**config.mk**
```make
export PLATFORM = sky130hd
export DESIGN_NAME = spi_master_fsm
export DESIGN_NICKNAME = d
export VERILOG_FILES = /design/src/rtl/spi_master_fsm.sv
export SDC_FILE = /design/constraint.sdc
export NUM_CORES = 1
export LEC_CHECK = 0
export ABC_AREA = 0
export CORE_MARGIN = 5
export CORE_UTILIZATION = 50
export DETAILED_ROUTE_END_ITERATION = 8
export HOLD_SLACK_MARGIN = 0.06
export PLACE_DENSITY = 0.75
export REMOVE_ABC_BUFFERS = 1
export SYNTH_ARGS = -nofsm -noshare
export SYNTH_HDL_FRONTEND = slang
export SYNTH_SLANG_ARGS = --single-unit
```
**constraint.sdc**
```tcl
create_clock -name clk -period 3.5 [get_ports clk]
set_input_delay 0.7 -clock clk [delete_from_list [all_inputs] [get_ports clk]]
set_output_delay 0.7 -clock clk [all_outputs]
set_load 0.05 [all_outputs]
```
**src/rtl/spi_master_fsm.sv**
```systemverilog
// SPI mode-0 initiator for the lab SPI memory slave.
// Sends one 16-bit frame MSB first: {addr[6:0], rw, data[7:0]}. In read frames
// the slave returns a byte during the data phase, which is captured into rdata.
// Ports:
//   clk, reset          system clock, synchronous active-high reset
//   start, rw, addr,    transfer request; rw/addr/wdata latched when start is
//   wdata               accepted in IDLE
//   miso                serial data from the slave
//   sclk, cs, mosi      SPI pins (sclk idles 0, cs active low)
//   busy, done          busy from accept through DONE; done is a 1-cycle pulse
//   rdata               last byte read, held until the next read completes
module spi_master_fsm #(
  parameter int unsigned CLKDIV = 4
) (
  input  logic       clk,
  input  logic       reset,
  input  logic       start,
  input  logic       rw,
  input  logic [6:0] addr,
  input  logic [7:0] wdata,
  input  logic       miso,
  output logic       sclk,
  output logic       cs,
  output logic       mosi,
  output logic       busy,
  output logic       done,
  output logic [7:0] rdata
);

  localparam int unsigned HW = $clog2(CLKDIV);
  localparam logic [HW-1:0] HLAST = HW'(CLKDIV - 1);

  typedef enum logic [2:0] {IDLE, LEAD, SCLK_HI, SCLK_LO, DONE} state_e;

  state_e        state_q, state_d;
  logic [HW-1:0] hcnt_q, hcnt_d;
  logic [3:0]    bitcnt_q, bitcnt_d;
  logic [15:0]   shift_q, shift_d;
  logic          rw_q, rw_d;
  logic [7:0]    shadow_q, shadow_d;
  logic [7:0]    rdata_q, rdata_d;
  logic          sclk_q, cs_q, mosi_q, busy_q, done_q;
  logic          phase_end;
  logic          active_d;

  always_comb begin
    state_d   = state_q;
    hcnt_d    = hcnt_q;
    bitcnt_d  = bitcnt_q;
    shift_d   = shift_q;
    rw_d      = rw_q;
    shadow_d  = shadow_q;
    rdata_d   = rdata_q;
    phase_end = (hcnt_q == HLAST);

    unique case (state_q)
      IDLE: begin
        if (start) begin
          state_d  = LEAD;
          // Read frames carry zeros in the data phase, so the data byte is
          // masked at load time rather than gated on the pin.
          shift_d  = {addr, rw, (rw ? 8'h00 : wdata)};
          rw_d     = rw;
          bitcnt_d = '0;
          hcnt_d   = '0;
        end
      end
      LEAD: begin
        hcnt_d = hcnt_q + HW'(1);
        if (phase_end) begin
          state_d = SCLK_HI;
          hcnt_d  = '0;
        end
      end
      SCLK_HI: begin
        hcnt_d = hcnt_q + HW'(1);
        if (phase_end) begin
          // Sample late in the high phase; the slave changed miso on the
          // previous falling edge.
          if (bitcnt_q[3] && rw_q) shadow_d = {shadow_q[6:0], miso};
          if (bitcnt_q != 4'd15) shift_d = {shift_q[14:0], 1'b0};
          state_d = SCLK_LO;
          hcnt_d  = '0;
        end
      end
      SCLK_LO: begin
        hcnt_d = hcnt_q + HW'(1);
        if (phase_end) begin
          hcnt_d = '0;
          if (bitcnt_q == 4'd15) begin
            state_d = DONE;
            // Loaded on entry to DONE so rdata is valid alongside done.
            if (rw_q) rdata_d = shadow_q;
          end else begin
            bitcnt_d = bitcnt_q + 4'd1;
            state_d  = SCLK_HI;
          end
        end
      end
      DONE:    state_d = IDLE;
      default: state_d = IDLE;
    endcase

    active_d = (state_d == LEAD) || (state_d == SCLK_HI) || (state_d == SCLK_LO);
  end

  // Pin outputs are computed from the next state so they line up with it.
  always_ff @(posedge clk) begin
    if (reset) begin
      state_q  <= IDLE;
      hcnt_q   <= '0;
      bitcnt_q <= '0;
      shift_q  <= '0;
      rw_q     <= 1'b0;
      shadow_q <= '0;
      rdata_q  <= '0;
      sclk_q   <= 1'b0;
      cs_q     <= 1'b1;
      mosi_q   <= 1'b0;
      busy_q   <= 1'b0;
      done_q   <= 1'b0;
    end else begin
      state_q  <= state_d;
      hcnt_q   <= hcnt_d;
      bitcnt_q <= bitcnt_d;
      shift_q  <= shift_d;
      rw_q     <= rw_d;
      shadow_q <= shadow_d;
      rdata_q  <= rdata_d;
      sclk_q   <= (state_d == SCLK_HI);
      cs_q     <= !active_d;
      mosi_q   <= active_d && shift_d[15];
      busy_q   <= (state_d != IDLE);
      done_q   <= (state_d == DONE);
    end
  end

  assign sclk  = sclk_q;
  assign cs    = cs_q;
  assign mosi  = mosi_q;
  assign busy  = busy_q;
  assign done  = done_q;
  assign rdata = rdata_q;

endmodule

```
* Yosys cells after proc, flatten, opt, wreduce, memory -nomap -nowiden *
Cells that the tools add are included.

operators by class
  $add $sub $neg = 2
  equal/unequal tests = 15
  multiplexer cells = 18
  reduce and logical (&&, ||, !) cells = 17

operators by type and width
  kind                                                              number
  16-bit 2-to-1 mux                                                 3
  16-bit one-hot mux with 2 select lines                            1
  3-bit 2-to-1 mux                                                  5
  3-bit by 2-bit == test with 1-bit output (second input constant)  4
  4-bit 2-to-1 mux                                                  3
  3-bit one-hot mux with 4 select lines                             1
  4-bit AND reduction                                               3
  2-bit inequality test (second input constant)                     5
  8-bit 2-to-1 mux                                                  1
  4-bit one-hot mux with 2 select lines                             1
  3-bit by 1-bit == test with 1-bit output (second input constant)  2
  2-bit nonzero test                                                3
  4-bit by 1-bit adder with 4-bit output (second input constant)    1
  4-bit == test (second input constant)                             1
  2-bit 2-to-1 mux                                                  2
  4-bit inequality test (second input constant)                     1
  2-bit one-hot mux with 2 select lines                             1
  2-bit AND reduction                                               2
  3-bit == test (second input constant)                             1
  3-bit zero test                                                   1
  3-bit AND reduction                                               1
  3-bit nonzero test                                                1
  3-bit OR reduction                                                1
  2-bit by 1-bit adder with 2-bit output (second input constant)    1
  4 further kinds                                                   6

word-level totals
  register bits after elaboration = 47
  output and inout port bits = 13

* Longest topological paths before layout *
Gate-level depths: netlist of run 1.

  depth in word-level cells = 8
  gate-level depth with buffers = 6

* Worst setup path after synthesis of run 1 *
No wires, ideal clock.

  kind = in2reg
  from = in start
  to = reg shift_q[1]
  library setup time = 74 ps
  arrival = 1564 ps
  slack = 1862 ps
  stages = 4
  path buffers = 0
  path through = or4b_4 -> nor2_8 -> a221oi_2 -> nor3_2

between the ends
  word-level cells in the longest chain between the ends = 2

ends and longest elaborated chain
  what                                    line  RTL
  start, declared                         17    input logic start,
  2-bit inequality test (no source line)  --
  4-bit AND reduction (no source line)    --
  end signal, assigned                    126   shift_q <= shift_d;
  end, declared                           38    logic [15:0] shift_q, shift_d;

No other way between the ends.
A chain may end at the register's enable or synchronous reset.

* Worst setup path after layout of run 1 *
  from = in start
  to = reg bitcnt_q[3]

between the ends
  word-level cells in the longest chain between the ends = 2

ends and longest elaborated chain
  what                                    line  RTL
  2-bit inequality test (no source line)  --
  4-bit AND reduction (no source line)    --
  end signal, assigned                    125   bitcnt_q <= bitcnt_d;
  end, declared                           37    logic [3:0] bitcnt_q, bitcnt_d;

No other way between the ends.

==> results of run 1 <==
[cells by family (layout without fill, tap and decap cells)]
kind of cell             Yosys count  count (layout)  share of synthesized area [%]
multiplexers                      18              18                           8.77
flip-flops                        47              47                           45.5
AO/OA/AOI/OAI                     43              43                           17.5
AND/OR/NAND/NOR                   76              76                           22.6
adder cells (fa/ha/maj)            3               3                           1.81
buffers and inverters             14              45                           3.93
[worst max-delay path, cell delays in order]
cell and delay [ns]:
clkdlybuf4s50_1 0.51, nor4b_4 0.68, a41oi_2 0.12, or3_1 0.39, a21boi_1 0.13
[power by group]
group          switching (mW)  internal (mW)  leakage [nW]  total, mW
logic                  0.0555         0.0503         0.496      0.106
clock network           0.202          0.148        0.0467      0.350
registers              0.0135          0.551         0.383      0.565
total                   0.271          0.750         0.925       1.02
[routing by layer]
metal / GRT usage, % / vias up / wire, um
met5: 0 / - / 0
met4: 4.74 / 0 / 43
met3: 4.32 / 5 / 202
met2: 24.1 / 33 / 1710
met1: 20.8 / 707 / 1960
li1: - / 787 / -
[layout make-up]
type	instances	share of cell area (%)
clock inverters	3	1.10
well taps	50	2.51
flip-flops and latches	47	37.7
inverters	3	0.452
multi-input cells	140	42.0
clock buffers	5	2.76
repair buffers	34	13.4
[synthesized netlist by cell type (all sizes together), types with 3 or more instances]
master / count
a21boi: 3
a21oi: 10
a221oi: 8
a22oi: 7
buf: 9
dfxtp: 47
ha: 3
inv: 3
mux2i: 17
nand2: 17
nand3: 3
nor2: 31
nor3: 10
o21ai: 6
[registers in the layout, indices dropped and copies added, names as in the netlist]
name / cells
shift_q: 16
rdata: 8
shadow_q: 8
bitcnt_q: 4
state_q: 3
hcnt_q: 2
busy: 1
cs: 1
done: 1
mosi: 1
rw_q: 1
sclk: 1
[through the flow]
stage / util, % / cell area, sq um
after detailed placement: 59.9 / 2400
after CTS: 62.3 / 2490
after global placement: 59.9 / 2400
after global routing: 62.3 / 2490
final: 62.3 / 2490
after floorplan: - / 2000
[path summary, 6_finish.rpt]
path | slack [ns] | depth (start not counted) | start | end
max | 1.21 | 5 | start | bitcnt_q[3]
min | 0.46 | 2 | shift_q[13] | shift_q[13]
max reg2reg | 1.49 | 4 | state_q[0] | bitcnt_q[3]
min reg2reg | 0.46 | 2 | shift_q[13] | shift_q[13]
==> out/qor.yml, run 1 <==
global_route:
  grt_pass1_vias: 1497
  grtUsageTotal_pct: 15.4
  grt_pass1_wl_um: 6690
  grt_remaining_overflow: 0
  grt_max_degree: 21
  antenna_found_initial: 0
placement:
  io_buffers: 32
  routabilityCongestion: 0.717
  dp_cells: 274
  dp_hpwl_um: 2780
  dp_slack_ns: 0.904
pwr:
  leakage_nw: 0.925
  p_per_area_nw_per_um2: 409
  ir_worst_vdd_v: 0.000260
  power_mw: 1.02
cts:
  clock_path_buffers: 2
  cts_tree: "yes"
  cts_buffers: 5
  post_cts_resized: 0
  cts_hold_buf: 0
  post_cts_buffers: 0
  clock_latency_ns: 0.30
  cts-htree-levels: 2
  cts_root_buf: "clkbuf_8"
  cts.sinks: 47
  path_clk_slew_ns: 0.09
worst_setup_path:
  crit_required_ns: 3.74
  startpoint_type: "input pin"
  worst-setup-path-type: "in2reg"
  cp-end-kind: "flip-flop"
  crit_arrival_ns: 2.53
  crit_path_max_fanout: 13
route:
  drt_iter0_markers: 103
  postRouteAntennaNets: 0
  routed_via_density: 5.43
  wire_per_inst_um: 13.9
  vias: 1532
  routed_wl_um: 3920
  drc_errors: 0
  first_pass_iters: 4
finish:
  nets: 254
  multi_input_area_sq_um: 1050
  antennaDiodeCount: 0
  drive_above_1_share_pct: 15.1
  layout_common_cells: "dfxtp_1 (47), clkdlybuf4s50_1 (32), nor2_1 (30), nand2_1 (17), mux2i_1 (17)"
  layout_commonest_cell: "dfxtp_1"
  syn_to_final_growth_pct: 20.5
  fin_cells: 282
  ff_latch_area_sq_um: 941
  num-fill-cells: 338
floorplan:
  core-area_sq_um: 4000
  std_cell_rows: 23
  die-area_sq_um: 5530
  start_util_pct: 51.7
  die_h_um: 74.3
  io_pins: 33
  die_x_um: 74.3
sta:
  setup-tns-final_ns: 0
  holdWs_ns: 0.460
  fin_ws_ns: 1.21
  slew_violations: 0
  clock.fmax_ghz: 0.437
  hold_viol: 0
  relSlewSlack_pct: 46.6
  min_period_ns: 2.29
  finClkSkew_ns: 0.00426
  min_period_over_period_pct: 65.4
  tightest_slew_ns: 0.798
  finalSetupViolCount: 0
  rsz0062_at_grt: "no"
yosys:
  syn_area_sq_um: 2070
  ys_seq_area_share_pct: 45.5
  syn_inst: 201
  synth-edff-count: 0
  async_reset_ff_share_pct: 0
  synth-seq-cells: 47
  synth_cell_types: 48
  yosysTopAreaCell: "dfxtp_1"
  synth_top_area_share_pct: 45.5
  syn_area_per_cell_sq_um: 10.3
  synth_warnings: 0
  synth.area.top_cells: "dfxtp_1 (45%), mux2i_1 (8.2%), nor2_1 (5.4%), a221oi_2 (5.1%), nor3_2 (3.4%)"
  synth-main-ff-cell: "dfxtp_1"
job:
  drv_cap: 0
outcome:
  outcome: "complete, no violations"
min_path:
  hold_class: "reg2reg"
Power figures use the tool's default switching activity.
==> run 2, diff against run 1 <==
--- a/config.mk
+++ b/config.mk
@@ -7,10 +7,10 @@
 export LEC_CHECK = 0
 export ABC_AREA = 0
 export CORE_MARGIN = 5
-export CORE_UTILIZATION = 50
+export CORE_UTILIZATION = 47
 export DETAILED_ROUTE_END_ITERATION = 8
 export HOLD_SLACK_MARGIN = 0.06
-export PLACE_DENSITY = 0.75
+export PLACE_DENSITY = 0.74
 export REMOVE_ABC_BUFFERS = 1
 export SYNTH_ARGS = -nofsm -noshare
 export SYNTH_HDL_FRONTEND = slang
==> constraint.sdc (replaced) <==
create_clock -name clk -period 1.9 [get_ports clk]
set_input_delay 0.38 -clock clk [delete_from_list [all_inputs] [get_ports clk]]
set_output_delay 0.38 -clock clk [all_outputs]
set_load 0.05 [all_outputs]
==> run 2 against run 1 <==
- critical endpoint is now rdata[2]
- clock skew rose by 0.0056 ns
- combinational power is 100% higher
- largest cell class unchanged
- clock power increased by 58%
- register-to-register slack got worse by 1.3 ns
==> out/qor.yml, run 2 (synthesized netlist as in run 1, its figures left out) <==
worst_setup_path:
  crit_path_max_fanout: 2  # -11
  critical-path-top-delay-family: "buffers and inverters"
  cp-end-kind: "output pin"
  crit_buf_inv: 1  # unchanged
  crit_cells: 1  # -4
  rrSetupSlack_ns: 0.22  # -1.27 ns
  startpoint_type: "flip-flop"
  crit_required_ns: 1.52  # -2.22 ns
  reg2reg_depth: 6  # +2
  r2r_start: "hcnt_q[0]"
  crit_arrival_ns: 1.44  # -1.09 ns
  r2r-end: "shadow_q[6]"
  critPathSlowestCell: "clkdlybuf4s50_1"
  path_cells: "clkdlybuf4s50_1"
  worst-setup-path-type: "reg2out"
  max_stage_delay_ns: 0.81  # +0.13 ns
  startpoint: "rdata[2]"
sta:
  min_period_over_period_pct: 96.0
  finalSetupViolCount: 0  # unchanged
  hold_viol: 0  # unchanged
  slew_violations: 0  # unchanged
  clock.fmax_ghz: 0.548
  min_period_ns: 1.82
  tightest_slew_ns: 0.502  # -0.295 ns
  relSlewSlack_pct: 66.4  # +20 points
  rsz0062_at_grt: "no"
  finClkSkew_ns: 0.00984  # +0.00558 ns
finish:
  antennaDiodeCount: 0  # unchanged
  drive_above_1_share_pct: 17.9  # +2.8 points
  nets: 264  # +3.9%
  syn_to_final_growth_pct: 24.5
  layout_common_cells: "dfxtp_1 (47), clkdlybuf4s50_1 (32), nor2_1 (30), nand2_1 (17), mux2i_1 (17)"
  largest_reg_flops: 16  # unchanged
  layout_commonest_cell: "dfxtp_1"
  post-route-cell-area_sq_um: 2580  # +3.3%
  largest-register: "shift_q"
floorplan:
  start_util_pct: 47.9  # -3.9 points
  std_cell_rows: 24  # +4.3%
  die_x_um: 76.4  # +2.7%
  die-area_sq_um: 5830  # +5.5%
  io_pins: 33  # unchanged
  die_h_um: 76.4  # +2.7%
  core-area_sq_um: 4320  # +8.1%
cts:
  post_cts_buffers: 0  # unchanged
  path_clk_slew_ns: 0.08  # about the same
  clock_latency_ns: 0.29  # about the same
  cts.sinks: 47  # unchanged
  cts_hold_buf: 0  # unchanged
  post_cts_resized: 0  # unchanged
  cts_buffers: 5  # unchanged
  cts_root_buf: "clkbuf_8"
  cts-htree-levels: 2  # unchanged
  clock_path_buffers: 2  # unchanged
  cts_tree: "yes"
global_route:
  grt_pass1_vias: 1553  # +3.7%
  grt_pass1_wl_um: 7240  # +8.1%
  grt_max_degree: 20  # -4.8%
  grt_remaining_overflow: 0  # unchanged
  antenna_found_initial: 0  # unchanged
  grtUsageTotal_pct: 14.7  # -0.73 points
pwr:
  leakage_nw: 0.972  # +5.0%
  ir_worst_vdd_v: 0.000469  # +80%
  power_mw: 1.81  # +77%
  p_per_area_nw_per_um2: 701  # +71%
placement:
  io_buffers: 32  # unchanged
  place_area_sq_um: 2500  # +4.3%
  dp_hpwl_um: 2930  # +5.4%
  routabilityCongestion: 0.742  # +3.5%
route:
  vias: 1572  # +2.6%
  drt_iter0_markers: 74  # -28%
  routed_via_density: 5.38  # -0.90%
  drc_errors: 0  # unchanged
  routed_wl_um: 4020  # +2.4%
  wire_per_inst_um: 13.8  # -1.1%
  postRouteAntennaNets: 0  # unchanged
  first_pass_iters: 5  # +1
  met1_length_um: 1990  # +1.6%
  dr.max_layer_used: "met4"
  wl_met2_um: 1820  # +6.0%
  dr_wl_met3_um: 153  # -24%
min_path:
  hold_class: "reg2reg"
  min_to: "shift_q[13]"
  holdPathStages: 2  # unchanged
  hold_start: "shift_q[13]"
outcome:
  outcome: "complete, no violations"
job:
  drv_cap: 0  # unchanged
-- run 2: cell types whose count changed in the layout (fill, tap and decap cells not counted) --
| cell | delta |
|---|---|
| buf_12 | +2 |
| buf_4 | +8 |
| inv_6 | -1 |
| inv_8 | -1 |
-- run 2: metal layers --
| metal | vias to the layer above | global-route usage, % |
|---|---|---|
| met5 | - | 0 |
| met4 | 0 | 4.72 |
| met3 | 7 | 3.78 |
| met2 | 24 | 21.9 |
| met1 | 735 | 20.6 |
| li1 | 806 | - |
-- run 2: worst max path at each step --
stage | endpoint | slack (ns)
final | rdata[2] | 0.08
after global routing | rdata[2] | 0.005
after CTS | rdata[2] | 0.05
after detailed placement | hcnt_q[0] | -0.05
after global placement | shift_q[6] | -0.006
after floorplan | bitcnt_q[3] | 0.16
-- run 2: final cells by class --
| cell class | count | area (sq um) |
|---|---|---|
| inverters | 3 | 11.3 |
| repair buffers | 44 | 435 |
| clock inverters | 1 | 7.51 |
| clock buffers | 5 | 68.8 |
| flip-flops and latches | 47 | 941 |
| multi-input cells | 140 | 1050 |
| well taps | 52 | 65.1 |
| fillers | 385 | 1750 |
-- run 2: power by group --
group / switching, mW / total (mW) / internal [mW] / leakage [nW]
registers: 0.0225 / 1.04 / 1.02 / 0.383
logic: 0.107 / 0.215 / 0.108 / 0.553
clock network: 0.308 / 0.552 / 0.244 / 0.0361
-- run 2: metrics by stage --
stage	util, %	hold WS (ns)	setup slack (ns)	cells	TNS (ns)
2_1_floorplan	-	0.430	0.163	190	0
4_1_cts	59.6	0.460	0.0527	292	0
6_report	59.6	0.456	0.0760	292	0
5_1_grt	59.6	0.484	0.00500	292	0
3_5_place_dp	57.8	0.449	-0.0476	286	-0.119
3_3_place_gp	57.8	0.446	-0.00643	286	-0.0330
